==> src/rtl/uart_loader_pkg.sv <==
// Shared types for the UART-to-RAM loader: loader and receiver state encodings
// and the word-packing geometry helper.
package uart_loader_pkg;

    typedef enum logic [2:0] {
        L_IDLE   = 3'd0,
        L_LEN_HI = 3'd1,
        L_LEN_LO = 3'd2,
        L_DATA   = 3'd3,
        L_FIN    = 3'd4
    } load_state_t;

    typedef enum logic [1:0] {
        R_IDLE  = 2'd0,
        R_START = 2'd1,
        R_DATA  = 2'd2,
        R_STOP  = 2'd3
    } rx_state_t;

    function automatic int bytes_per_word(input int data_width);
        return data_width / 8;
    endfunction

endpackage

==> src/rtl/uart_ram_loader_if.sv <==
// RAM second write port as seen from the loader (master) and the RAM (slave).
// wr_en is a one-cycle write strobe qualifying wr_addr/wr_data; the RAM is always ready, no backpressure.
interface uart_ram_loader_if #(
    parameter int ADDR_WIDTH = 12,
    parameter int DATA_WIDTH = 32
);
    logic                  wr_en;
    logic [ADDR_WIDTH-1:0] wr_addr;
    logic [DATA_WIDTH-1:0] wr_data;

    modport master (output wr_en, output wr_addr, output wr_data);
    modport slave  (input  wr_en, input  wr_addr, input  wr_data);
endinterface

==> src/rtl/uart_rx_core.sv <==
// 8N1 UART receiver: 2-FF synchroniser, mid-bit sampling, glitch-rejecting start check.
// byte_valid / frame_err are registered single-cycle pulses following the stop-bit sample.
module uart_rx_core
    import uart_loader_pkg::*;
#(
    parameter int CLK_DIV = 868
) (
    input  logic      clk,
    input  logic      rst,
    input  logic      serial_in,
    output logic [7:0] rx_byte,
    output logic      byte_valid,
    output logic      frame_err,
    output rx_state_t rx_state
);
    localparam int CW = $clog2(CLK_DIV);
    localparam logic [CW-1:0] HALF_M1 = CW'(CLK_DIV / 2 - 1);
    localparam logic [CW-1:0] FULL_M1 = CW'(CLK_DIV - 1);

    logic [1:0]    sync_q;
    logic          prev_q;
    rx_state_t     state_q;
    logic [CW-1:0] cnt_q;
    logic [2:0]    bit_q;
    logic [7:0]    shift_q;

    always_ff @(posedge clk or posedge rst) begin
        if (rst) begin
            sync_q     <= 2'b11;
            prev_q     <= 1'b1;
            state_q    <= R_IDLE;
            cnt_q      <= '0;
            bit_q      <= '0;
            shift_q    <= '0;
            rx_byte    <= '0;
            byte_valid <= 1'b0;
            frame_err  <= 1'b0;
        end else begin
            sync_q     <= {sync_q[0], serial_in};
            prev_q     <= sync_q[1];
            byte_valid <= 1'b0;
            frame_err  <= 1'b0;
            case (state_q)
                R_IDLE: begin
                    cnt_q <= '0;
                    if (prev_q && !sync_q[1]) state_q <= R_START;
                end
                R_START: begin
                    if (cnt_q == HALF_M1) begin
                        cnt_q   <= '0;
                        bit_q   <= '0;
                        // Line back high at mid-start: a glitch, not a frame.
                        state_q <= sync_q[1] ? R_IDLE : R_DATA;
                    end else begin
                        cnt_q <= cnt_q + 1'b1;
                    end
                end
                R_DATA: begin
                    if (cnt_q == FULL_M1) begin
                        cnt_q   <= '0;
                        shift_q <= {sync_q[1], shift_q[7:1]};
                        bit_q   <= bit_q + 1'b1;
                        if (bit_q == 3'd7) state_q <= R_STOP;
                    end else begin
                        cnt_q <= cnt_q + 1'b1;
                    end
                end
                R_STOP: begin
                    if (cnt_q == FULL_M1) begin
                        cnt_q   <= '0;
                        state_q <= R_IDLE;
                        if (sync_q[1]) begin
                            byte_valid <= 1'b1;
                            rx_byte    <= shift_q;
                        end else begin
                            frame_err <= 1'b1;
                        end
                    end else begin
                        cnt_q <= cnt_q + 1'b1;
                    end
                end
                default: state_q <= R_IDLE;
            endcase
        end
    end

    assign rx_state = state_q;

endmodule

==> src/rtl/uart_ram_loader.sv <==
// Length-prefixed UART-to-RAM loader: 16-bit big-endian word count, then packed data
// bytes written to consecutive RAM addresses, with inter-byte timeout and sticky errors.
module uart_ram_loader
    import uart_loader_pkg::*;
#(
    parameter int CLK_DIV      = 868,
    parameter int DATA_WIDTH   = 32,
    parameter int ADDR_WIDTH   = 12,
    parameter int BYTE_ORDER   = 0,
    parameter int TIMEOUT_BITS = 64
) (
    input  logic                  clk,
    input  logic                  rst,
    input  logic                  serial_in,
    input  logic                  arm,
    input  logic [ADDR_WIDTH-1:0] start_addr,
    uart_ram_loader_if.master     ram,
    output logic                  busy,
    output logic                  done,
    output logic [15:0]           word_count,
    output logic                  err_frame,
    output logic                  err_timeout,
    output load_state_t           dbg_state,
    output rx_state_t             dbg_rx_state
);
    localparam int BPW       = bytes_per_word(DATA_WIDTH);
    localparam int IW        = (BPW > 1) ? $clog2(BPW) : 1;
    localparam int TMO_LIMIT = TIMEOUT_BITS * CLK_DIV;
    localparam int TW        = $clog2(TMO_LIMIT + 1);

    logic [7:0] rx_byte;
    logic       byte_valid;
    logic       frame_err;

    uart_rx_core #(.CLK_DIV(CLK_DIV)) u_rx (
        .clk       (clk),
        .rst       (rst),
        .serial_in (serial_in),
        .rx_byte   (rx_byte),
        .byte_valid(byte_valid),
        .frame_err (frame_err),
        .rx_state  (dbg_rx_state)
    );

    load_state_t           state_q;
    logic [ADDR_WIDTH-1:0] addr_q;
    logic [15:0]           len_q;
    logic [15:0]           wcnt_q;
    logic [IW-1:0]         idx_q;
    logic [DATA_WIDTH-1:0] word_q, word_d;
    logic [TW-1:0]         tmo_q, tmo_d;
    logic                  wr_en_q, busy_q, done_q, err_frame_q, err_timeout_q;
    logic [ADDR_WIDTH-1:0] wr_addr_q;
    logic [DATA_WIDTH-1:0] wr_data_q;
    logic [IW-1:0]         lane;
    logic                  tmo_active, tmo_expired;

    always_comb begin
        lane   = (BYTE_ORDER != 0) ? (IW'(BPW - 1) - idx_q) : idx_q;
        word_d = word_q;
        word_d[8*lane +: 8] = rx_byte;
        // The host may idle before sending a length, so LEN_HI is never timed.
        tmo_active  = (state_q == L_LEN_LO) || (state_q == L_DATA);
        tmo_d       = (tmo_active && !byte_valid) ? tmo_q + 1'b1 : '0;
        tmo_expired = tmo_active && (tmo_q == TW'(TMO_LIMIT));
    end

    always_ff @(posedge clk or posedge rst) begin
        if (rst) begin
            state_q       <= L_IDLE;
            addr_q        <= '0;
            len_q         <= '0;
            wcnt_q        <= '0;
            idx_q         <= '0;
            word_q        <= '0;
            tmo_q         <= '0;
            wr_en_q       <= 1'b0;
            wr_addr_q     <= '0;
            wr_data_q     <= '0;
            busy_q        <= 1'b0;
            done_q        <= 1'b0;
            err_frame_q   <= 1'b0;
            err_timeout_q <= 1'b0;
        end else begin
            wr_en_q <= 1'b0;
            done_q  <= 1'b0;
            tmo_q   <= tmo_d;
            if (arm) begin
                state_q       <= L_LEN_HI;
                addr_q        <= start_addr;
                wcnt_q        <= '0;
                idx_q         <= '0;
                word_q        <= '0;
                tmo_q         <= '0;
                busy_q        <= 1'b1;
                err_frame_q   <= 1'b0;
                err_timeout_q <= 1'b0;
            end else if (frame_err && state_q != L_IDLE) begin
                err_frame_q <= 1'b1;
                busy_q      <= 1'b0;
                state_q     <= L_IDLE;
            end else if (tmo_expired) begin
                err_timeout_q <= 1'b1;
                busy_q        <= 1'b0;
                state_q       <= L_IDLE;
            end else begin
                case (state_q)
                    L_IDLE: ;
                    L_LEN_HI: if (byte_valid) begin
                        len_q[15:8] <= rx_byte;
                        state_q     <= L_LEN_LO;
                    end
                    L_LEN_LO: if (byte_valid) begin
                        len_q[7:0] <= rx_byte;
                        if ({len_q[15:8], rx_byte} == 16'd0) begin
                            state_q <= L_FIN;
                            done_q  <= 1'b1;
                            busy_q  <= 1'b0;
                        end else begin
                            state_q <= L_DATA;
                        end
                    end
                    L_DATA: if (byte_valid) begin
                        if (idx_q == IW'(BPW - 1)) begin
                            wr_en_q   <= 1'b1;
                            wr_addr_q <= addr_q;
                            wr_data_q <= word_d;
                            addr_q    <= addr_q + 1'b1;
                            wcnt_q    <= wcnt_q + 16'd1;
                            idx_q     <= '0;
                            word_q    <= '0;
                            if (wcnt_q + 16'd1 == len_q) begin
                                state_q <= L_FIN;
                                done_q  <= 1'b1;
                                busy_q  <= 1'b0;
                            end
                        end else begin
                            word_q <= word_d;
                            idx_q  <= idx_q + 1'b1;
                        end
                    end
                    L_FIN:   state_q <= L_IDLE;
                    default: state_q <= L_IDLE;
                endcase
            end
        end
    end

    assign ram.wr_en   = wr_en_q;
    assign ram.wr_addr = wr_addr_q;
    assign ram.wr_data = wr_data_q;
    assign busy        = busy_q;
    assign done        = done_q;
    assign word_count  = wcnt_q;
    assign err_frame   = err_frame_q;
    assign err_timeout = err_timeout_q;
    assign dbg_state   = state_q;

endmodule

==> src/flat_wrapper.sv <==
// flat-port wrapper written by rule: the top's interface ports become plain ports
module uart_ram_loader_flat import uart_loader_pkg::*;
#(
    parameter int CLK_DIV      = 868,
    parameter int DATA_WIDTH   = 32,
    parameter int ADDR_WIDTH   = 12,
    parameter int BYTE_ORDER   = 0,
    parameter int TIMEOUT_BITS = 64
)
  (clk, rst, serial_in, arm, start_addr, busy, done, word_count, err_frame, err_timeout, dbg_state, dbg_rx_state, ram_wr_en, ram_wr_addr, ram_wr_data);
  uart_ram_loader_if #(.ADDR_WIDTH(ADDR_WIDTH), .DATA_WIDTH(DATA_WIDTH)) ram_i ();
  input  logic clk;
  input  logic rst;
  input  logic serial_in;
  input  logic arm;
  input  logic [ADDR_WIDTH-1:0] start_addr;
  output logic busy;
  output logic done;
  output logic [15:0] word_count;
  output logic err_frame;
  output logic err_timeout;
  output load_state_t dbg_state;
  output rx_state_t dbg_rx_state;
  output wire logic [$bits(ram_i.wr_en)-1:0] ram_wr_en;
  output wire logic [$bits(ram_i.wr_addr)-1:0] ram_wr_addr;
  output wire logic [$bits(ram_i.wr_data)-1:0] ram_wr_data;
  assign ram_wr_en = ram_i.wr_en;
  assign ram_wr_addr = ram_i.wr_addr;
  assign ram_wr_data = ram_i.wr_data;
  uart_ram_loader #(.CLK_DIV(CLK_DIV), .DATA_WIDTH(DATA_WIDTH), .ADDR_WIDTH(ADDR_WIDTH), .BYTE_ORDER(BYTE_ORDER), .TIMEOUT_BITS(TIMEOUT_BITS)) u_core (.clk(clk), .rst(rst), .serial_in(serial_in), .arm(arm), .start_addr(start_addr), .ram(ram_i), .busy(busy), .done(done), .word_count(word_count), .err_frame(err_frame), .err_timeout(err_timeout), .dbg_state(dbg_state), .dbg_rx_state(dbg_rx_state));
endmodule
==> config.mk <==
export PLATFORM = sky130hd
export DESIGN_NAME = uart_ram_loader_flat
export DESIGN_NICKNAME = d
export VERILOG_FILES = /design/src/rtl/uart_loader_pkg.sv /design/src/rtl/uart_ram_loader_if.sv /design/src/rtl/uart_rx_core.sv /design/src/rtl/uart_ram_loader.sv /design/src/flat_wrapper.sv
export SDC_FILE = /design/constraint.sdc
export NUM_CORES = 1
export LEC_CHECK = 0
export BUFFER_PORTS_ARGS = -buffer_cell sky130_fd_sc_hd__buf_2
export CORE_UTILIZATION = 55
export CTS_CLUSTER_SIZE = 16
export DETAILED_ROUTE_END_ITERATION = 6
export PLACE_DENSITY = 0.79
export SLEW_MARGIN = 0
export SYNTH_ARGS = -nofsm -noshare
export SYNTH_HDL_FRONTEND = slang
export SYNTH_SLANG_ARGS = --single-unit
export TNS_END_PERCENT = 10
==> constraint.sdc <==
create_clock -name clk -period 12.4 [get_ports clk]
set_input_delay 0.62 -clock clk [delete_from_list [all_inputs] [get_ports clk]]
set_output_delay 0.62 -clock clk [all_outputs]
set_load 0.03 [all_outputs]
# Yosys cells after proc, flatten, opt, wreduce, memory -nomap -nowiden
# Cells that the tools add are included.
# word_totals
wordCells,178
inputBits,16
register_bits,182
out_inout_bits,70
# op_classes
shifts,2
addsub,7
bitwise,3
n_eq_ne,26
n_reduce_logical,31
n_mux,85
# op_table
op,n
32-bit two-way mux,6
16-bit two-way mux,8
12-bit two-way mux,6
5-bit negation with 34-bit output,1
8-bit by 34-bit variable shift with 32-bit output (first input constant),1
8-bit by 34-bit variable part select with 32-bit output,1
1-bit two-way mux,33
3-bit two-way mux,11
16-bit by 1-bit adder with 16-bit output (second input constant),2
32-bit bitwise mux,1
10-bit one-hot mux with 3 select lines,1
5-bit by 4-bit != test with 1-bit output (second input constant),5
2-bit two-way mux,12
10-bit two-way mux,2
5-bit AND reduction,4
6-bit AND reduction,3
16-bit == test,1
16-bit == test (second input constant),1
16-bit logical NOT,1
2-bit != test (second input constant),7
12-bit by 1-bit adder with 12-bit output (second input constant),1
3-bit one-hot mux with 4 select lines,1
2-bit nonzero test,6
10-bit by 1-bit adder with 10-bit output (second input constant),1
26 further kinds,38

# Depth between registers and ports, before layout
# Gate-level depths: netlist of run 1.
# depth
ltp_word,9
ltp_mapped,11
depth_no_buf,10

# Cells and area by module
# A second synthesis of run 1 with hierarchy kept.
# unflattened
cells_unflattened,857
hier_area_um2,8926.1
# modules_own_cells
mod,seq_area_each_um2,n_inst,cells_each,area_per_inst_um2
uart_ram_loader,3653.5,1,735,7243.2
uart_rx_core,904.6,1,122,1682.9

# Worst setup path after synthesis of run 1
# No wires, ideal clock.
# synth_timing
path_kind,register to register
from,"reg u_core.wcnt_q[0], in the netlist u_core.word_count[0]"
to,"reg u_core.state_q[2], in the netlist u_core.dbg_state[2]"
setup_ps,111
n_path_buf,0
synth_period_minus_slack_ps,2765
slack_ps,9635
path_stages_with_launch,9
required_ps,12289
t_arrival_ps,2654
path_cell_list,dfrtp_1 > ha_1 > nand3_1 > nor4_1 > xnor2_1 > o211ai_1 > nor4_2 > o21ai_1 > a2111oi_2
# synth_via
elab_chain_len,4
# synth_lines
element,line_no,rtl
from (decl),uart_ram_loader.sv:48,logic [15:0] wcnt_q;
from (signal assigned),uart_ram_loader.sv:129,wcnt_q <= wcnt_q + 16'd1;
16-bit by 1-bit adder with 16-bit output,uart_ram_loader.sv:132,if (wcnt_q + 16'd1 == len_q) begin
16-bit == test,uart_ram_loader.sv:132,
5-bit by 4-bit != test with 1-bit output (no line),n/a,
6-bit AND reduction (no line),n/a,
to (signal assigned),uart_ram_loader.sv:133,state_q <= L_FIN;
to (signal assigned),uart_ram_loader.sv:142,L_FIN: state_q <= L_IDLE;
to (signal assigned),uart_ram_loader.sv:143,default: state_q <= L_IDLE;
to (decl),uart_ram_loader.sv:45,load_state_t state_q;
# No other way between the ends.
# A chain may end at the register's enable or synchronous reset.

# Worst setup path after layout of run 1
# Same ends and word-level chain as after synthesis.

==> flow_summary.ini, run 1 <==
[pwr]
p_per_area_nw_per_um2 = 131
power_frac_seq = 0.501
p_int_mw = 0.933
leakage_nw = 4.71
combPwrFrac = 0.089
power_switching_mw = 0.339
switching_share = 0.267
ir_drop_mv = 0.107
clockPowerShare = 0.410

[place]
pre_cts_slack_ns = 9.51
io_buffer_count = 85
post-place-cells = 1107
place_congestion = 0.857
hpwlAfterDp_mm = 11.8

[setup_path]
startpoint_type = flip-flop
cp_data_arrival_time_ns = 3.25
reg2reg_to = u_core.dbg_state[2]$_DFFE_PP0P_
r2r_slack_ns = 9.48
rr_worst_depth = 8
cp.required_ns = 12.73
critPathMaxFanout = 8
end_kind = flip-flop
critPathKind = flip-flop to flip-flop
reg2reg_from = u_core.word_count[0]$_DFFE_PP0P_

[cells_and_area]
fin_cells = 1139
nets = 945
drive_gt1_frac = 0.188
antennaDiodeCount = 0
final_common_cell = dfrtp_1
area_delta_synth_final_pct = 12.7
final_cell_mix = 179 x dfrtp_1, 125 x nor2_1, 111 x nand2_1

[clocking]
cts_root_buffer = clkbuf_16
insertion_delay_ns = 0.44
htree_num_levels = 4
hold_buffers = 0
cts_max_path_buffers = 2
path_clk_slew_ns = 0.07
post-cts-setup-buffers = 0
cts_resized = 0
cts_tree = yes
cts_buffers = 17
cts_sinks = 182

[synthesis]
synth_edf_count = 0
syn_area_um2 = 8620
synth_seq_cells = 182
yosys.area.top_type_share = 0.520
seq_area_frac_synth = 0.529
synth_nets = 882
synth_flop_cell = dfrtp_1
async_reset_ff_frac = 1.00
synth_cell_type_count = 69
synthCells = 852
synth_area_leaders = dfrtp_1 52%, nor2_1 5.4%, nand2_1 4.8%
syn_avg_cell_area_um2 = 10.1
yosysWarnings = 0
yosysTopAreaCell = dfrtp_1

[worst_hold_path]
hold_class = input port to flip-flop
hold-path-endpoint = u_core.u_rx.sync_q[0]$_DFF_PP1_
min_path_cells = 1
hp-start = serial_in

[sta]
max_freq_mhz = 342
worst_slack_ns = 9.48
min_period_ns = 2.92
finalSetupTns_ns = 0
drv_slew = 0
tightest_slew_ns = 1.08
hold_viol_final = 0
setup-violations-final = 0
timing.final.crit_share = 0.236
rsz0062_at_grt = no
finClkSkew_ns = 0.00966
max-slew-margin-rel = 0.283

[routing]
first_pass_iters = 5
dr_total_vias = 6569
antenna_left = 0
drtIter0Drc = 603
wl_mm = 18.5
via_per_inst = 5.77
drc = 0
avgRoutedWirePerCell_um = 16.3

[floorplanning]
die_x_um = 127
fp-row-count = 45
die_h_um = 127
dieArea_um2 = 16200
ios = 86
initial_utilization = 0.565
coreArea_um2 = 15300

[global_route]
antenna_found_initial = 0
grt_overflow = 0
grt_pass1_vias = 6318
grt_pass1_wl_mm = 31.4
grt_max_degree = 96
global_route.usage.total = 0.246

[flow_run]
drv_cap = 0

[outcome]
status = finished, final reports clean
[layer usage]
metal,track usage,part of all wire,wire length (µm)
met2,0.387,0.48,8870
met3,0.0494,0.043,788
met4,0.0840,0.015,272
met1,0.342,0.46,8590
met5,0,0,0
[how the worst max path moves through the flow]
stage                                startpoint                         endpoint  slack (ns)  cells past startpoint
2_1_floorplan                               rst       asynchronous set/reset pin        6.84                      1
3_3_place_gp   u_core.word_count[0]$_DFFE_PP0P_  u_core.dbg_state[2]$_DFFE_PP0P_        9.60                      8
3_5_place_dp   u_core.word_count[0]$_DFFE_PP0P_  u_core.dbg_state[2]$_DFFE_PP0P_        9.51                      8
4_1_cts        u_core.word_count[0]$_DFFE_PP0P_  u_core.dbg_state[2]$_DFFE_PP0P_        9.50                      8
5_1_grt        u_core.word_count[0]$_DFFE_PP0P_  u_core.dbg_state[2]$_DFFE_PP0P_        9.22                      8
6_report       u_core.word_count[0]$_DFFE_PP0P_  u_core.dbg_state[2]$_DFFE_PP0P_        9.48                      8
[sequential cells by signal (all words and copies together), names as in the netlist, 2 cells and up, named ones only]
register / flops
u_core.ram.wr_addr: 12
u_core.u_rx.cnt_q: 10
u_core.dbg_state: 3
u_core.ram.wr_data: 32
u_core.u_rx.sync_q: 2
u_core.word_q: 32
u_core.tmo_q: 16
u_core.u_rx.bit_q: 3
u_core.u_rx.rx_byte: 8
u_core.u_rx.shift_q: 8
u_core.idx_q: 2
u_core.word_count: 16
u_core.len_q: 16
u_core.addr_q: 12
[cell type report]
class / instances / area [µm²]
Multi-Input combinational cell: 601 / 3770
Fill cell: 1252 / 5550
Clock inverter: 12 / 119
Sequential cell: 182 / 4560
Inverter: 22 / 87.6
Tap cell: 211 / 264
Timing Repair Buffer: 91 / 470
Clock buffer: 20 / 447
[cells by family after synthesis]
family	after synthesis	share of synthesized area
buf+inv	69	0.0350
flops	182	0.529
fa+ha+maj	14	0.0203
mux	29	0.0374
compound gates	163	0.142
xor+xnor	50	0.0508
simple gates	345	0.186
[synthesized netlist by cell type (4+ instances only)]
cell,number
dfrtp_1,179
nor2_1,125
nand2_1,111
a22o_1,33
a221oi_1,32
clkbuf_1,30
xor2_1,28
o21ai_1,27
mux2_2,26
nand3_1,25
xnor2_1,22
inv_1,18
a21oi_1,17
and3_1,14
ha_1,14
buf_2,10
nand4_1,10
o21ai_0,10
nor3_1,9
o31ai_1,9
nor4_1,7
a31oi_1,6
nor2b_1,5
or2_2,5
and4_1,4
buf_4,4
or3_1,4
[through the flow]
step           hold WS [ns]  cell area, µm²  power [mW]  utilization
3_5_place_dp          0.351            9150       0.760        0.599
3_3_place_gp          0.350            9150       0.758        0.599
6_report              0.282            9710        1.27        0.636
4_1_cts               0.269            9710        1.28        0.636
5_1_grt               0.264            9710        1.32        0.636
2_1_floorplan         0.345            8620       0.730            -
[power groups by stage]
| stage | Combinational (mW) | Sequential, mW | Clock [mW] |
|---|---|---|---|
| finish | 0.113 | 0.637 | 0.521 |
| global route | 0.128 | 0.640 | 0.553 |
| CTS | 0.115 | 0.636 | 0.529 |
| detailed placement | 0.113 | 0.647 | 0 |
| global placement | 0.111 | 0.647 | 0 |
| floorplan | 0.0835 | 0.646 | 0 |
[critical path, stage by stage, from the launching register on]
cell and delay, ns:
dfrtp_1 0.46, ha_1 0.28, nand3_1 0.23, nor4_1 0.58, xnor2_1 0.18, o211ai_1 0.11, nor4_2 0.48, o21ai_1 0.13
a2111oi_2 0.35
Power figures use the tool's default switching activity.
==> run 2: changes to the inputs <==
- ABC_AREA: unset -> 1
- CORE_UTILIZATION: 55 -> 54
- PLACE_DENSITY: 0.79 -> 0.81
- clock period: 12.4 -> 2.45 ns (I/O delays scaled with it)
==> flow_summary.ini, run 2 <==
[global_route]
grt_max_degree = 113
grt_overflow = 0
grt_pass1_wl_mm = 33.4
antenna_found_initial = 0
grt_pass1_vias = 7095
global_route.usage.total = 0.253

[synthesis]
synthTopCellsByCount = 270 x nand2_1, 179 x dfrtp_1, 124 x inv_1
synth_flop_cell = dfrtp_1
synth_simple_gate_area_frac = 0.259
synthXorXnorAreaFrac = 0.00889
synth_top_family_by_area = simple AND/OR/NAND/NOR gates
synth_cell_type_count = 40
synthCells = 1091
synth_nets = 1121
synth_edf_count = 0
synth_most_common_cell = nand2_1
seq_area_frac_synth = 0.514
synth_compound_area_frac = 0.124
yosys.area.top_type_share = 0.505
synth_area_leaders = dfrtp_1 51%, nand2_1 11%, o21ai_0 6.3%
async_reset_ff_frac = 1.00
synth_adder_area_share = 0.0198
yosysTopAreaCell = dfrtp_1
yosysWarnings = 0
syn_avg_cell_area_um2 = 8.13
synth_seq_cells = 182
syn_area_um2 = 8860
muxShareOfSynthArea = 0.00226

[routing]
first_pass_iters = 5
drtIter0Drc = 726
wl_mm = 20.3
dr_total_vias = 7697
via_per_inst = 5.46
drc = 0
antenna_left = 0
avgRoutedWirePerCell_um = 14.4

[sta]
setup-violations-final = 0
hold_viol_final = 0
min_period_ns = 2.22
drv_slew = 0
max_freq_mhz = 450
finClkSkew_ns = 0.00958
finalSetupTns_ns = 0
rsz0062_at_grt = no
tightest_slew_ns = 0.582
max-slew-margin-rel = 0.612
timing.final.crit_share = 0.907

[setup_path]
end_kind = flip-flop
cp.required_ns = 2.77
critPathKind = flip-flop to flip-flop
critPathMaxFanout = 6
cp_data_arrival_time_ns = 2.54
startpoint_type = flip-flop

[clocking]
cts_max_path_buffers = 2
post-cts-setup-buffers = 0
cts_buffers = 17
cts_tree = yes
cts_sinks = 182
htree_num_levels = 4
cts_root_buffer = clkbuf_16
path_clk_slew_ns = 0.06
insertion_delay_ns = 0.44

[floorplanning]
coreArea_um2 = 15900
initial_utilization = 0.556
die_x_um = 130
die_h_um = 130
fp-row-count = 46
ios = 86
dieArea_um2 = 16900

[flow_run]
drv_cap = 0

[outcome]
status = finished, final reports clean

[cells_and_area]
drive_gt1_frac = 0.135
final_common_cell = nand2_1
antennaDiodeCount = 0
area_delta_synth_final_pct = 15.6
nets = 1211
final_cell_mix = 270 x nand2_1, 178 x dfrtp_1, 123 x inv_1

[pwr]
total_power_mw = 6.91
leakage_nw = 4.88
p_per_area_nw_per_um2 = 674
ir_drop_mv = 0.512

[worst_hold_path]
hold_class = input port to flip-flop

[place]
io_buffer_count = 85
hpwlAfterDp_mm = 14.0
place_congestion = 0.893
-- run 2: per-layer routing --
| layer | vias up | part of all wire | GRT usage |
|---|---|---|---|
| li1 | 3773 | - | - |
| met1 | 3624 | 0.45 | 0.344 |
| met2 | 260 | 0.47 | 0.403 |
| met3 | 40 | 0.058 | 0.0455 |
| met4 | 0 | 0.021 | 0.0978 |
| met5 | - | 0 | 0 |
-- run 2: report_power, final --
part           internal, mW  switching, mW  leakage, nW  total (mW)
logic                 0.272          0.625         2.10       0.897
registers              3.11          0.131         2.49        3.24
clock network          1.62           1.15        0.289        2.77
-- run 2: layout make-up --
type / count / area (µm²)
clock inverter: 10 / 119
timing repair buffer: 106 / 656
multi-input combinational: 746 / 3670
tap: 216 / 270
clock buffer: 22 / 484
sequential: 182 / 4560
inverter: 128 / 484
fill: 1293 / 5700
-- run 2: worst max-delay path, cell delays in order (launching register included) --
cell     delay, ns
dfrtp_1       0.42
ha_1          0.23
nand2_1       0.14
nor2_4        0.19
nand2_2       0.10
nor2_1        0.11
nand2_1       0.08
nand2_1       0.09
nand2_1       0.06
nand2_1       0.05
nand2_1       0.05
nor2_1        0.16
nand3_1       0.12
nand2_2       0.11
nand2_2       0.07
nand2_1       0.07
nand2_1       0.05
-- run 2: logic make-up after synthesis --
| kind of cell | count (synthesis) |
|---|---|
| and+or+nand+nor | 524 |
| DFF | 182 |
| AOI/OAI and AO/OA | 197 |
| xor gates and xnor gates | 9 |
| buffers and inverters | 163 |
| muxes | 2 |
| adders and majority gates | 14 |
-- run 2: per-stage QoR --
step                cell area, µm²  worst slack (ns)  utilization  hold slack (ns)  std cells
finish                       10200             0.228        0.643           0.0203       1410
global route                 10200           0.00938        0.643           0.0414       1410
CTS                          10200             0.230        0.643           0.0102       1410
detailed placement            9600             0.259        0.602            0.231       1374
global placement              9600             0.410        0.602            0.232       1374
floorplan                     8870          -0.00661            -            0.127       1091
-- run 2: path summary, 6_finish.rpt --
check | from | end | slack [ns] | depth (start not counted)
setup / recovery | u_core.word_count[1]$_DFFE_PP0P_ | u_core.dbg_state[0]$_DFFE_PP0P_ | 0.23 | 16
hold / removal | start_addr[11] | u_core.addr_q[11]$_DFFE_PP0P_ | 0.02 | 3
setup reg to reg | u_core.word_count[1]$_DFFE_PP0P_ | u_core.dbg_state[0]$_DFFE_PP0P_ | 0.23 | 16
hold reg to reg | u_core.u_rx.sync_q[0]$_DFF_PP1_ | u_core.u_rx.sync_q[1]$_DFF_PP1_ | 0.36 | 0
max in group asynchronous | rst | u_core.word_count[0]$_DFFE_PP0P_ | 1.53 | 4
min in group asynchronous | rst | u_core.u_rx.shift_q[0]$_DFFE_PP0P_ | 0.37 | 4
-- run 2: timing repair --
| item | 4_1_cts | 5_1_grt |
|---|---|---|
| hold endpoints to repair | 182 | 0 |
| endpoints found under the setup margin | 0 | 2 |
| gates resized for setup | 0 | 1 |
| hold buffers | 4 | 0 |
